`src/rtl/ps2_frame_receiver.sv`:
```
// PS/2 device-to-host receiver: line synchronisers, clock glitch filter, 11-bit frame
// decoder with parity/framing checks, inter-edge watchdog and a small byte FIFO.
module ps2_frame_receiver #(
  parameter int SYNC_STAGES    = 2,
  parameter int FILTER_LEN     = 4,
  parameter int TIMEOUT_CYCLES = 50000,
  parameter int FIFO_DEPTH     = 4
) (
  input  logic                          clk,
  input  logic                          rst,
  input  logic                          ps2_clk,
  input  logic                          ps2_data,
  output logic [7:0]                    rx_data,
  output logic                          rx_valid,
  input  logic                          rx_ready,
  output logic [$clog2(FIFO_DEPTH):0]   fifo_count,
  output logic                          err_parity,
  output logic                          err_frame,
  output logic                          err_timeout,
  output logic                          err_overflow
);

  localparam int FW = (FILTER_LEN > 1) ? $clog2(FILTER_LEN) : 1;
  localparam int WW = $clog2(TIMEOUT_CYCLES + 1);
  localparam int AW = $clog2(FIFO_DEPTH);
  localparam int CW = AW + 1;

  typedef enum logic [1:0] {IDLE, DATA, PARITY, STOP} state_t;

  logic [SYNC_STAGES-1:0] clk_sync;
  logic [SYNC_STAGES-1:0] data_sync;
  logic                   sclk;
  logic                   sdata;
  logic                   fclk;
  logic                   fclk_d;
  logic [FW-1:0]          filt_cnt;
  logic                   ps2_edge;

  state_t                 state;
  logic [2:0]             bit_cnt;
  logic [7:0]             shift_reg;
  logic                   parity_bit;
  logic [WW-1:0]          wd_cnt;
  logic                   timeout_hit;
  logic                   frame_done;
  logic                   push;

  logic [7:0]             mem [FIFO_DEPTH];
  logic [AW-1:0]          wr_ptr;
  logic [AW-1:0]          rd_ptr;
  logic                   full;
  logic                   pop;
  logic                   push_ok;

  assign sclk  = clk_sync[SYNC_STAGES-1];
  assign sdata = data_sync[SYNC_STAGES-1];

  always_ff @(posedge clk) begin
    if (rst) begin
      clk_sync  <= '1;
      data_sync <= '1;
    end else begin
      clk_sync  <= {clk_sync[SYNC_STAGES-2:0], ps2_clk};
      data_sync <= {data_sync[SYNC_STAGES-2:0], ps2_data};
    end
  end

  // fclk follows sclk only once the new level has held for FILTER_LEN straight cycles
  always_ff @(posedge clk) begin
    if (rst) begin
      fclk     <= 1'b1;
      fclk_d   <= 1'b1;
      filt_cnt <= '0;
    end else begin
      fclk_d <= fclk;
      if (sclk != fclk) begin
        if (filt_cnt == FW'(FILTER_LEN - 1)) begin
          fclk     <= sclk;
          filt_cnt <= '0;
        end else begin
          filt_cnt <= filt_cnt + FW'(1);
        end
      end else begin
        filt_cnt <= '0;
      end
    end
  end

  assign ps2_edge    = fclk && !fclk_d;
  assign timeout_hit = (state != IDLE) && (wd_cnt == WW'(TIMEOUT_CYCLES));
  assign frame_done  = (state == STOP) && ps2_edge && !timeout_hit;
  assign push        = frame_done && sdata && (^{shift_reg, parity_bit});

  always_ff @(posedge clk) begin
    if (rst) begin
      state       <= IDLE;
      bit_cnt     <= '0;
      shift_reg   <= '0;
      parity_bit  <= 1'b0;
      wd_cnt      <= '0;
      err_parity  <= 1'b0;
      err_frame   <= 1'b0;
      err_timeout <= 1'b0;
    end else begin
      err_parity  <= 1'b0;
      err_frame   <= 1'b0;
      err_timeout <= 1'b0;
      if (state == IDLE) begin
        wd_cnt <= '0;
        if (ps2_edge && !sdata) begin
          state   <= DATA;
          bit_cnt <= '0;
        end
      end else if (timeout_hit) begin
        state       <= IDLE;
        wd_cnt      <= '0;
        err_timeout <= 1'b1;
      end else begin
        wd_cnt <= ps2_edge ? '0 : wd_cnt + WW'(1);
        if (ps2_edge) begin
          case (state)
            DATA: begin
              shift_reg <= {sdata, shift_reg[7:1]};
              bit_cnt   <= bit_cnt + 3'd1;
              if (bit_cnt == 3'd7) state <= PARITY;
            end
            PARITY: begin
              parity_bit <= sdata;
              state      <= STOP;
            end
            STOP: begin
              state <= IDLE;
              // A bad stop bit outranks a parity error so only one pulse fires per frame
              if (!sdata) err_frame <= 1'b1;
              else if (!(^{shift_reg, parity_bit})) err_parity <= 1'b1;
            end
            default: state <= IDLE;
          endcase
        end
      end
    end
  end

  assign rx_valid = (fifo_count != '0);
  assign full     = (fifo_count == CW'(FIFO_DEPTH));
  assign pop      = rx_valid && rx_ready;
  assign push_ok  = push && (!full || pop);
  assign rx_data  = rx_valid ? mem[rd_ptr] : 8'h00;

  always_ff @(posedge clk) begin
    if (rst) begin
      wr_ptr       <= '0;
      rd_ptr       <= '0;
      fifo_count   <= '0;
      err_overflow <= 1'b0;
    end else begin
      err_overflow <= push && full && !pop;
      if (push_ok) begin
        mem[wr_ptr] <= shift_reg;
        wr_ptr      <= wr_ptr + AW'(1);
      end
      if (pop) rd_ptr <= rd_ptr + AW'(1);
      case ({push_ok, pop})
        2'b10:   fifo_count <= fifo_count + CW'(1);
        2'b01:   fifo_count <= fifo_count - CW'(1);
        default: fifo_count <= fifo_count;
      endcase
    end
  end

endmodule

```
`config.mk`:
```
export PLATFORM = sky130hd
export DESIGN_NAME = ps2_frame_receiver
export DESIGN_NICKNAME = d
export VERILOG_FILES = /design/src/rtl/ps2_frame_receiver.sv
export SDC_FILE = /design/constraint.sdc
export NUM_CORES = 1
export LEC_CHECK = 0
export ABC_AREA = 1
export BUFFER_PORTS_ARGS = -buffer_cell sky130_fd_sc_hd__buf_2
export CORE_AREA = 2 2 101 103
export DETAILED_ROUTE_END_ITERATION = 8
export DIE_AREA = 0 0 103 105
export GPL_TIMING_DRIVEN = 0
export PLACE_DENSITY_LB_ADDON = 0.3
export SKIP_CTS_REPAIR_TIMING = 1
export SYNTH_ARGS = -nofsm -noshare
export SYNTH_HDL_FRONTEND = slang
export SYNTH_SLANG_ARGS = --single-unit
```
`constraint.sdc`:
```
create_clock -name clk -period 2.3 [get_ports clk]
set_input_delay 0.345 -clock clk [delete_from_list [all_inputs] [get_ports clk]]
set_output_delay 0.345 -clock clk [all_outputs]
set_load 0.02 [all_outputs]
```
### After elaboration in Yosys (flattened, before gate mapping)

Memories as Yosys holds them, arrays and structs flattened. A register that Yosys moved wholly into a read port is not among the register bits.
Index checks and enable logic that the tools add are counted.
W data, S select, Z words.

* register bits: 49
* RAM bits: 32
* bits of input ports: 5
* output and inout port bits: 16
* word-level logic and storage cells: 100
* memories: 1

* $add $sub $neg: 7
* eq/ne operators: 13
* mux-type cells: 21
* bitwise logic cells: 6
* reductions and logical operators: 35

Memory list
* mem: words 4, bits a word 8, read ports 1, clocked after Yosys merged registers in 1, wr ports 1, RTL line 48 `logic [7:0] mem [FIFO_DEPTH];`

Operator list (number)
* $add A16 B1 Y16 const B: 1
* $eq A16 B16 Y1 const B: 1
* $mux W3: 5
* $mux W2: 7
* $reduce_and A4 Y1: 3
* $logic_and A1 B1 Y1: 11
* $reduce_xor A9 Y1: 1
* $eq A2 B2 Y1 const B: 4
* $mux W8: 1
* $reduce_bool A2 Y1: 4
* $add A2 B1 Y2 const B: 3
* $add A3 B1 Y3 const B: 2
* $eq A3 B3 Y1 const B: 2
* $mux W1: 6
* $not A1 Y1: 6
* $pmux W3 S2: 1
* $reduce_bool A3 Y1: 2
* $reduce_or A6 Y1: 1
* $logic_not A1 Y1: 5
* $reduce_or A5 Y1: 1
* $eq A2 B1 Y1 const B: 2
* $ne A2 B1 Y1 const B: 2
* $ne A4 B4 Y1 const B: 1
* $pmux W2 S2: 1
* other kinds (9): 9

### Logic depth before layout (Yosys ltp)

Gate-level depths: netlist (run 1).

* word-level depth: 10
* gate-level depth with buffers: 17
* mapped depth without buffers: 17

### Worst setup path after synthesis (run 1)

No wires, ideal clock.

* path type: reg2reg
* start: reg fifo_count[0]
* end: reg fifo_count[2]
* library setup time: 0.115 ns
* data arrival time: 1.900 ns
* required time: 2.185 ns
* slack: 0.285 ns
* cell stages (with the launch flop): 11
* path buffers: 0
* period minus slack after synthesis: 2.015 ns
* cell sequence: dfxtp_1 > nor2_1 > nand2_1 > inv_2 > nor2_1 > nand2_2 > fa_1 > inv_1 > nand2_1 > a21oi_1 > nor2_1

* word-level cells in the longest chain between the ends: 6
* elaborated cells on any way between the ends: 12
* classes of those cells: 2 x add/sub; 3 x eq/ne; 1 x mux; 6 x reduce/logical

RTL lines
* start, declared: RTL line 16 `output logic [$clog2(FIFO_DEPTH):0] fifo_count,`
* start signal, assigned: RTL line 164 `2'b10: fifo_count <= fifo_count + CW'(1);`
* start signal, assigned: RTL line 165 `2'b01: fifo_count <= fifo_count - CW'(1);`
* start signal, assigned: RTL line 166 `default: fifo_count <= fifo_count;`
* $reduce_bool A3 Y1 (*): RTL line 144 `assign rx_valid = (fifo_count != '0);`
* named net rx_valid: RTL line 14 `output logic rx_valid,`
* $logic_and A1 B1 Y1 (*): RTL line 146 `assign pop = rx_valid && rx_ready;`
* $logic_or A1 B1 Y1: RTL line 147 `assign push_ok = push && (!full || pop);`
* $logic_and A1 B1 Y1: RTL line 147
* $eq A2 B1 Y1 or $eq A2 B2 Y1 (tied branches): RTL line 163 `case ({push_ok, pop})`
* $pmux W3 S2 or $reduce_bool A2 Y1 (tied branches)

Mark *: on every way through the listed nets, which the timed path passes. The rest lies on a longest branch.
A chain may end at the register's enable or synchronous reset.

==> results of run 1 <==
[layout make-up]
cell class,instances,area (sq um),area share (%)
plain buffers,5,31.28,0.7492
clock buffers,9,123.9,2.967
clock inverters,7,73.82,1.768
inverters,60,225.2,5.394
multi-input cells,264,1441,34.52
flip-flops and latches,83,1993,47.74
well taps,133,166.4,3.986
repair buffers,21,120.1,2.877
[kinds of logic (layout without fill, tap and decap cells)]
logic type,Yosys count,count (layout)
AND/OR/NAND/NOR,167,167
flip-flops,83,83
AO/OA/AOI/OAI,81,81
buffers and inverters,68,102
adder cells (fa/ha/maj),14,14
XOR/XNOR,2,2
[power by group]
| part | switching (mW) | total (mW) | internal, mW |
|---|---|---|---|
| Clock | 0.542 | 1.05 | 0.505 |
| Sequential | 0.0575 | 1.62 | 1.56 |
| Combinational | 0.466 | 0.672 | 0.206 |
[metal layers]
| metal | GRT usage (%) | part of all wire, % | up-vias | wire length (um) |
|---|---|---|---|---|
| li1 | - | - | 1430 | - |
| met2 | 22.22 | 47 | 30 | 3257 |
| met5 | 0 | 0 | - | 0 |
| met3 | 4.548 | 3.4 | 5 | 236 |
| met1 | 17.36 | 48 | 1244 | 3303 |
| met4 | 3.383 | 1.1 | 0 | 74 |
[through the flow]
step                      hold WS [ns]  TNS (ns)  power (mW)  worst slack (ns)  util, %
after floorplan                 0.3895         0       2.116            0.2850        -
after global placement          0.3908    -3.435       2.323           -0.1327    40.58
after detailed placement        0.4014    -5.453       2.339           -0.2161    40.58
after CTS                       0.1589    -6.926       3.383           -0.2375    42.63
after global routing            0.1589         0       3.527          0.001420    43.32
final                           0.1682         0       3.336            0.1733    43.32
[Yosys cell counts (all sizes together)]
cell type	instances	area (sq um)
dfxtp	51	1021
fa	1	20.02
clkbuf	6	22.52
nand2	58	232.7
nor4	3	48.80
inv	58	217.7
nand4	4	25.02
nor3b	1	12.51
nor2	60	232.7
a211oi	1	7.510
nand3	24	125.1
xnor2	1	8.760
a31oi	1	6.260
ha	13	162.7
o211ai	1	7.510
nor3	12	75.07
buf	2	18.77
o21ai	37	185.2
xor2	1	8.760
clkinv	2	7.510
nand3b	1	7.510
a21oi	41	205.2
or2	4	25.02
edfxtp	32	960.9
[how the worst max path moves through the flow]
stage | start | to | slack (ns) | cells after the start
after detailed placement | shift_reg[5]$_SDFFE_PP0P_ | mem[1][5]$_DFFE_PP_ | -0.22 | 12
final | flip-flop | rx_data[6] | 0.17 | 6
after CTS | shift_reg[5]$_SDFFE_PP0P_ | mem[1][7]$_DFFE_PP_ | -0.24 | 12
after floorplan | fifo_count[0]$_SDFFE_PP0P_ | fifo_count[2]$_SDFFE_PP0P_ | 0.29 | 10
after global routing | shift_reg[6]$_SDFFE_PP0P_ | fifo_count[2]$_SDFFE_PP0P_ | 0.001 | 14
after global placement | shift_reg[5]$_SDFFE_PP0P_ | mem[3][7]$_DFFE_PP_ | -0.13 | 12
[placed cells by master, fill, tap and decap left out, types with 2 or more instances in the layout]
cell type and count:
sky130_fd_sc_hd__nand2_2 6, sky130_fd_sc_hd__o21ai_1 2, sky130_fd_sc_hd__or2_2 4, sky130_fd_sc_hd__nand2_1 52, sky130_fd_sc_hd__a21oi_1 41, sky130_fd_sc_hd__nor2_1 52
sky130_fd_sc_hd__nor3_1 9, sky130_fd_sc_hd__nor2_2 4, sky130_fd_sc_hd__clkbuf_8 9, sky130_fd_sc_hd__nor4_4 2, sky130_fd_sc_hd__nor2_4 4, sky130_fd_sc_hd__edfxtp_1 32
sky130_fd_sc_hd__clkinv_1 2, sky130_fd_sc_hd__o21ai_0 35, sky130_fd_sc_hd__clkinvlp_2 2, sky130_fd_sc_hd__inv_1 51, sky130_fd_sc_hd__nand4_1 4, sky130_fd_sc_hd__clkbuf_1 2
sky130_fd_sc_hd__nand3_1 22, sky130_fd_sc_hd__inv_6 2, sky130_fd_sc_hd__ha_1 13, sky130_fd_sc_hd__dfxtp_2 6, sky130_fd_sc_hd__nor3_2 3, sky130_fd_sc_hd__dfxtp_1 44
sky130_fd_sc_hd__buf_2 20, sky130_fd_sc_hd__inv_2 7
[critical path: cells and delay by family, from the launching register on]
kind / cells / cell delay, ns
buffers and inverters: 2 / 0.49
AND/OR/NAND/NOR: 2 / 0.14
flip-flops: 1 / 0.53
AO/OA/AOI/OAI: 2 / 0.27
==> summary.txt, run 1 <==
outcome - complete, no violations
boundary pin count - 21
share of cell area taken by muxes after synthesis - 0%
via count of the routed design - 2709
number of register bits inferred by synthesis - 83
Fill cells - 1001
worst vdd rail ir drop - 0.0003356 V
series of cell instances along the critical path - clkbuf_2 -> nor2_1 -> nor2_1 -> o21ai_0 -> a21oi_1 -> buf_2
maximum operating frequency - 0.4702 GHz
sequential-to-total area share from yosys stat - 54.38%
Die Width - 103 um
data arrival time of the worst path - 1.78 ns
die extent in y - 105 um
via count of the first global-routing pass - 2510
H-tree depth reported by CTS - 3
fraction of the mapped netlist area in adder cells - 5.012%
shortest clock period the worst path allows after layout - 2.127 ns
number of warnings printed during yosys synthesis - 0
post-route DRC violation count - 0
routed wire length per instance - 11.81 um
number of CTS-inserted buffers - 9
Routed Antenna Nets - 0
Critical Path Sink Type - output port
hold crit path type - input pin to flip-flop
synthesized instance count - 415
clk_lat worst skew - 0.35 ns
overall routed net length - 6.871 mm
Ant. Diodes - 0
delay of the slowest critical-path stage - 0.53 ns
slew at the pin with the worst max-slew slack - 0.4684 ns
Period Utilization, post-route - 92.46%
initial standard-cell utilization of the core - 37.81%
die footprint - 10820 sq um
clock tree from TritonCTS - built
HPWL after detailed placement - 4.867 mm
Setup Crit Path Kind - flip-flop to output port
Netlist Area Pre-Place - 3645 sq um
main combinational cell family by area after synthesis - simple AND/OR/NAND/NOR gates
synthesized-area fraction occupied by xor and xnor cells - 0.4806%
cell type with the highest occurrence count on the critical path - sky130_fd_sc_hd__nor2_1
worst slew slack as a fraction of its limit - 68.77%
RR Endpoint - fifo_count[2]$_SDFFE_PP0P_
Remaining Overflow, GRT - 0
share of layout cells above drive strength 1 - 17.82%
number of hold violations in the final report - 0
Worst Hold Endpoint - clk_sync[0]$_SDFF_PP1_
Cell Count Post-Placement - 568
Final nets - 463
gpl congestion - 0.7979
Final setup violation count - 0
area of the core - 9639 sq um
number of flip-flops under the largest register name - 32
Detailed Route Iter0 Violations - 73
Post-Synth Simple-Gate Area - 21.52%
GRT Resource Usage Total - 13.66%
reported max-cap violation count - 0
distinct cell type count of the synthesized netlist - 32
clk_skew - 0.01252 ns
root buffer selected by CTS - sky130_fd_sc_hd__clkbuf_8
Pre-Repair DR Iteration Count - 4
R2R Setup Slk - 0.20 ns
compound-cell area share of the yosys netlist - 11.29%
largest net degree at the start of global routing - 16
power density relative to cell area - 799.1 nW/um^2
worst-path cell with the longest stage delay - sky130_fd_sc_hd__dfxtp_1
Layout area overhead - 14.56%
Cells on Worst Hold Path - 2
Leak - 1.654 nW
number of buffers inserted by port buffering - 20
antenna violations before repair - 0
WP data required - 1.96 ns
origin of the worst min-delay path - ps2_clk
instance area at placement - 3911 sq um
count of placed standard cells in the final layout, fillers left out - 582
startpoint of the worst-slack reg-to-reg timing path - wd_cnt[0]$_SDFF_PP0_
Max Fanout on Critical Path - 10
post-route cell area - 4175 sq um
buffer depth of the longest clock path - 2
Mapped Avg Cell Area - 8.783 sq um
number of cell instances on the worst register-to-register path - 14
startpoint type of the worst setup path - flip-flop
Vias/cell - 4.655
standard-cell row count - 36
Num Clock Sinks - 83
global-route wire length before repair - 11.61 mm
fin. max-slew vios - 0
Synth Net Count - 434
clock-pin slew on the worst setup and hold paths - 0.09 ns
unrepaired setup endpoints after global routing - no
No activity file was read; power rests on OpenSTA's default activity.
==> inputs of run 2 (changes only) <==
--- a/config.mk
+++ b/config.mk
@@ -7,9 +7,9 @@
 export LEC_CHECK = 0
 export ABC_AREA = 1
 export BUFFER_PORTS_ARGS = -buffer_cell sky130_fd_sc_hd__buf_2
-export CORE_AREA = 2 2 101 103
+export CORE_AREA = 2 2 99 101
 export DETAILED_ROUTE_END_ITERATION = 8
-export DIE_AREA = 0 0 103 105
+export DIE_AREA = 0 0 101 103
 export GPL_TIMING_DRIVEN = 0
 export PLACE_DENSITY_LB_ADDON = 0.3
 export SKIP_CTS_REPAIR_TIMING = 1
==> summary.txt, run 2 (same netlist as run 1, synthesis figures left out) <==
largest net degree at the start of global routing - 16 (unchanged)
internal power component - 2.502 mW (+10%)
die footprint - 10400 sq um (-3.8%)
GRT Resource Usage Total - 13.77% (+0.11 points)
Leak - 1.705 nW (+3.1%)
area of the core - 9459 sq um (-1.9%)
Routed Antenna Nets - 0 (unchanged)
end of the critical path - rx_data[6]
series of cell instances along the critical path - clkbuf_2 -> nor2_1 -> nor2_1 -> o21ai_0 -> a21oi_1 -> buf_2
cell type with the highest occurrence count on the critical path - sky130_fd_sc_hd__nor2_1
sequential share of power - 45.5% (-3.0 points)
number of hold violations in the final report - 0 (unchanged)
standard-cell row count - 36 (unchanged)
unrepaired setup endpoints after global routing - no
worst slew slack as a fraction of its limit - 67.58% (-1.2 points)
data arrival time of the worst path - 1.81 ns (+0.03 ns)
number of flip-flops under the largest register name - 32 (unchanged)
category of cells accounting for the largest share of critical-path delay - flip-flops
Worst Path Buf+Inv - 2 (unchanged)
Critical Path Sink Type - output port
overall routed net length - 6.756 mm (-1.7%)
number of CTS-inserted buffers - 9 (unchanged)
power density relative to cell area - 842.2 nW/um^2 (+5.4%)
gpl congestion - 0.8088 (+1.4%)
clk_skew - 0.01079 ns (-0.001728 ns)
global-route wire length before repair - 11.26 mm (-3.0%)
maximum operating frequency - 0.4648 GHz (-1.1%)
clk_lat worst skew - 0.35 ns (about the same)
shortest clock period the worst path allows after layout - 2.151 ns (+0.02468 ns)
critical path depth in cells - 6 (unchanged)
clock-pin slew on the worst setup and hold paths - 0.09 ns (about the same)
number of buffers inserted by port buffering - 20 (unchanged)
setup slack at placement - -0.1817 ns (+0.03440 ns)
clock tree from TritonCTS - built
Num Clock Sinks - 83 (unchanged)
Die Width - 101 um (-1.9%)
boundary pin count - 21 (unchanged)
combinational share of power - 19.0% (-1.1 points)
net switching fraction of the power - 29.70% (-2.2 points)
reported max-cap violation count - 0 (unchanged)
startpoint type of the worst setup path - flip-flop
Period Utilization, post-route - 93.54% (+1.1 points)
routed wire length per instance - 11.92 um (+0.93%)
slew at the pin with the worst max-slew slack - 0.4863 ns (+0.01784 ns)
RR Endpoint - fifo_count[2]$_SDFFE_PP0P_
Vias/cell - 4.806 (+3.3%)
H-tree depth reported by CTS - 3 (unchanged)
Pre-Repair DR Iteration Count - 5 (+1)
initial standard-cell utilization of the core - 38.53% (+0.72 points)
root buffer selected by CTS - sky130_fd_sc_hd__clkbuf_8
HPWL after detailed placement - 4.724 mm (-2.9%)
summed negative setup slack over all endpoints - 0 ns (unchanged)
Layout area overhead - 15.93%
hold crit path type - input pin to flip-flop
Max Fanout on Critical Path - 10 (unchanged)
worst vdd rail ir drop - 0.0003362 V (+0.18%)
buffer depth of the longest clock path - 2 (unchanged)
delay of the slowest critical-path stage - 0.54 ns (about the same)
startpoint of the worst-slack reg-to-reg timing path - state[0]$_SDFFE_PP0P_
post-route DRC violation count - 0 (unchanged)
number of cell instances on the worst register-to-register path - 13 (-1)
commonest cells after routing, fill and taps aside - sky130_fd_sc_hd__nor2_1, sky130_fd_sc_hd__nand2_1, sky130_fd_sc_hd__inv_1
Final setup violation count - 0 (unchanged)
R2R Setup Slk - 0.17 ns (-0.03 ns)
die extent in y - 103 um (-1.9%)
outcome - complete, no violations
Fin Hold WS - 0.1806 ns (+0.01233 ns)
Remaining Overflow, GRT - 0 (unchanged)
share of layout cells above drive strength 1 - 17.44% (-0.38 points)
via count of the first global-routing pass - 2444 (-2.6%)
Ant. Diodes - 0 (unchanged)
antenna violations before repair - 0 (unchanged)
worst-path cell with the longest stage delay - sky130_fd_sc_hd__dfxtp_1
fin. max-slew vios - 0 (unchanged)
Detailed Route Iter0 Violations - 139 (+90%)
Setup Crit Path Kind - flip-flop to output port
worst setup margin - 0.1486 ns (-0.02468 ns)
Net Sw Power - 1.057 mW (-0.80%)
via count of the routed design - 2725 (+0.59%)
Final nets - 467 (+0.86%)
WP data required - 1.96 ns (about the same)
clock group share of total power - 35.5% (+4.1 points)
utilization after layout - 44.67% (+1.4 points)
[run 2: worst min-delay path by stage]
stage / cells past startpoint / start / to
2_1_floorplan: 1 / clk_sync[0]$_SDFF_PP1_ / clk_sync[1]$_SDFF_PP1_
3_3_place_gp: 1 / data_sync[0]$_SDFF_PP1_ / data_sync[1]$_SDFF_PP1_
3_5_place_dp: 1 / clk_sync[0]$_SDFF_PP1_ / clk_sync[1]$_SDFF_PP1_
4_1_cts: 2 / ps2_data / data_sync[0]$_SDFF_PP1_
5_1_grt: 2 / ps2_data / data_sync[0]$_SDFF_PP1_
6_report: 2 / ps2_data / data_sync[0]$_SDFF_PP1_
[run 2: cell type report]
type                    count  area [sq um]
clock buffers               9         123.9
repair buffers             24         155.1
multi-input cells         264          1434
clock inverters             7         123.9
well taps                 114         142.6
flip-flops and latches     83          1984
fillers                   918          5234
plain buffers               6         36.28
inverters                  60         225.2
[run 2: layer usage]
metal  vias to the layer above  global-route usage (%)  share of wire, %
met1                      1233                   17.57                48
met4                         0                   3.119              0.56
met5                         -                       0                 0
met3                         4                   4.271               4.1
li1                       1437                       -                 -
met2                        51                   23.08                47
[run 2: stage by stage]
step | instances | area, sq um | power, mW
after floorplan | 415 | 3645 | 2.116
after global placement | 549 | 3887 | 2.322
after detailed placement | 549 | 3887 | 2.339
after CTS | 565 | 4135 | 3.610
after global routing | 567 | 4225 | 3.741
final | 567 | 4225 | 3.559
[run 2: power groups by stage]
stage          registers (mW)  logic, mW  clock network (mW)
2_1_floorplan            1.65      0.464                   0
3_3_place_gp             1.62      0.697                   0
3_5_place_dp             1.63      0.712                   0
4_1_cts                  1.59      0.713                1.30
5_1_grt                  1.63      0.757                1.36
6_report                 1.62      0.677                1.26
==> inputs of run 3 (changes only) <==
==> constraint.sdc (replaced) <==
create_clock -name clk -period 2.1 [get_ports clk]
set_input_delay 0.315 -clock clk [delete_from_list [all_inputs] [get_ports clk]]
set_output_delay 0.315 -clock clk [all_outputs]
set_load 0.02 [all_outputs]
==> summary.txt, run 3 (same netlist as run 1, synthesis figures left out) <==
outcome - complete, no violations
clk_skew - 0.01021 ns (-0.0005819 ns)
startpoint type of the worst setup path - flip-flop
area of the core - 9459 sq um (unchanged)
data arrival time of the worst path - 2.24 ns (+0.43 ns)
gpl congestion - 0.8088 (unchanged)
maximum operating frequency - 0.5028 GHz
Layout area overhead - 19.81%
antenna violations before repair - 0 (unchanged)
Max Fanout on Critical Path - 3 (-7)
hold crit path type - input pin to flip-flop
Remaining Overflow, GRT - 0 (unchanged)
routed wire length per instance - 11.94 um (+0.23%)
internal power component - 2.783 mW (+11%)
number of hold violations in the final report - 0 (unchanged)
GRT Resource Usage Total - 13.77% (unchanged)
root buffer selected by CTS - sky130_fd_sc_hd__clkbuf_8
clk_lat worst skew - 0.35 ns (about the same)
Power Total - 3.975 mW (+12%)
Critical Path Sink Type - flip-flop
post-route DRC violation count - 0 (unchanged)
standard-cell row count - 36 (unchanged)
boundary pin count - 21 (unchanged)
instance area at placement - 3887 sq um (unchanged)
power density relative to cell area - 910.3 nW/um^2 (+8.1%)
fin. max-slew vios - 0 (unchanged)
Routed Antenna Nets - 0 (unchanged)
Detailed Route Iter0 Violations - 145 (+4.3%)
Leak - 1.753 nW (+2.8%)
unrepaired setup endpoints after global routing - yes
global-route wire length before repair - 11.26 mm (unchanged)
most common library cell in the layout ignoring fill and taps - sky130_fd_sc_hd__nor2_1
clock-pin slew on the worst setup and hold paths - 0.09 ns (about the same)
reported max-cap violation count - 0 (unchanged)
net switching fraction of the power - 29.99% (+0.29 points)
Num Clock Sinks - 83 (unchanged)
Die Width - 101 um (unchanged)
initial standard-cell utilization of the core - 38.53% (unchanged)
utilization after layout - 46.16% (+1.5 points)
Fill cells - 908 (-1.1%)
sequential share of power - 44.6% (-0.9 points)
commonest cells after routing, fill and taps aside - sky130_fd_sc_hd__nor2_1, sky130_fd_sc_hd__inv_1, sky130_fd_sc_hd__nand2_1
overall routed net length - 6.879 mm (+1.8%)
die footprint - 10400 sq um (unchanged)
setup slack at placement - -0.3817 ns (-0.2000 ns)
buffer depth of the longest clock path - 2 (unchanged)
Final setup violation count - 0 (unchanged)
combinational share of power - 20.5% (+1.5 points)
Ant. Diodes - 0 (unchanged)
worst vdd rail ir drop - 0.0003829 V (+14%)
number of buffers inserted by port buffering - 20 (unchanged)
Final nets - 476 (+1.9%)
Net Sw Power - 1.192 mW (+13%)
share of layout cells above drive strength 1 - 24.03% (+6.6 points)
Vias/cell - 4.852 (+0.97%)
worst setup margin - 0.1111 ns (-0.03751 ns)
H-tree depth reported by CTS - 3 (unchanged)
Period Utilization, post-route - 94.71%
HPWL after detailed placement - 4.724 mm (unchanged)
number of flip-flops under the largest register name - 32 (unchanged)
WP data required - 2.35 ns (+0.39 ns)
via count of the routed design - 2795 (+2.6%)
die extent in y - 103 um (unchanged)
worst slew slack as a fraction of its limit - 67.01% (-0.57 points)
clock group share of total power - 34.8% (-0.7 points)
Setup Crit Path Kind - flip-flop to flip-flop
largest net degree at the start of global routing - 16 (unchanged)
via count of the first global-routing pass - 2444 (unchanged)
shortest clock period the worst path allows after layout - 1.989 ns
Fin Hold WS - 0.1506 ns (-0.02993 ns)
Pre-Repair DR Iteration Count - 4 (-1)
number of CTS-inserted buffers - 9 (unchanged)
slew at the pin with the worst max-slew slack - 0.4948 ns (+0.008560 ns)
post-route cell area - 4367 sq um (+3.3%)
clock tree from TritonCTS - built
## run 3: cell types whose count changed in the layout (fill, tap and decap cells not counted), moves of 3 or more
cell | previous run | this run
sky130_fd_sc_hd__nand2_2 | 6 | 9
sky130_fd_sc_hd__dfxtp_2 | 2 | 9
sky130_fd_sc_hd__dfxtp_1 | 49 | 39
sky130_fd_sc_hd__buf_4 | 3 | 12
sky130_fd_sc_hd__dfxtp_4 | 0 | 3
sky130_fd_sc_hd__nand2_1 | 52 | 48
## run 3: area by class of cell
class	count	area [sq um]	share of cell area, %
plain buffers	6	38.79	0.8883
clock buffers	9	123.9	2.837
clock inverters	7	123.9	2.837
inverters	60	225.2	5.158
multi-input cells	264	1485	34.01
flip-flops and latches	83	2004	45.90
well taps	114	142.6	3.266
repair buffers	33	222.7	5.100
## run 3: per-layer routing
metal	wire (um)	track usage, %
met1	3268	17.57
met2	3288	23.08
met5	0	0
met3	268	4.271
met4	54	3.119
## run 3: path summary, 6_finish.rpt
path / from / to / depth (start not counted) / slack [ns]
setup / recovery: wd_cnt[0]$_SDFF_PP0_ / fifo_count[2]$_SDFFE_PP0P_ / 14 / 0.11
hold reg to reg: clk_sync[0]$_SDFF_PP1_ / clk_sync[1]$_SDFF_PP1_ / 1 / 0.41
setup reg to reg: wd_cnt[0]$_SDFF_PP0_ / fifo_count[2]$_SDFFE_PP0P_ / 14 / 0.11
hold / removal: ps2_data / data_sync[0]$_SDFF_PP1_ / 2 / 0.15
## run 3: worst max-delay path: stages (launching register included)
cell and delay [ns]:
sky130_fd_sc_hd__dfxtp_4 0.35, sky130_fd_sc_hd__inv_1 0.05, sky130_fd_sc_hd__ha_2 0.16, sky130_fd_sc_hd__nand3_2 0.10, sky130_fd_sc_hd__nor2_4 0.11, sky130_fd_sc_hd__nand3_2 0.12, sky130_fd_sc_hd__nand2_2 0.09, sky130_fd_sc_hd__inv_2 0.04
sky130_fd_sc_hd__nand2_2 0.09, sky130_fd_sc_hd__nand2_4 0.07, sky130_fd_sc_hd__fa_2 0.39, sky130_fd_sc_hd__inv_2 0.06, sky130_fd_sc_hd__nand2_2 0.06, sky130_fd_sc_hd__a21oi_2 0.14, sky130_fd_sc_hd__nor2_1 0.04
## run 3: stage by stage
step / cells / setup TNS (ns)
floorplan: 415 / 0
global placement: 549 / -9.879
detailed placement: 549 / -10.94
CTS: 565 / -14.21
global route: 576 / -0.01967
finish: 576 / 0
## run 3: power by group through the flow
stage | Sequential [mW] | Combinational, mW | Clock [mW]
2_1_floorplan | 1.81 | 0.508 | 0
3_3_place_gp | 1.78 | 0.764 | 0
3_5_place_dp | 1.78 | 0.779 | 0
4_1_cts | 1.75 | 0.781 | 1.43
5_1_grt | 1.79 | 0.909 | 1.49
6_report | 1.77 | 0.816 | 1.39
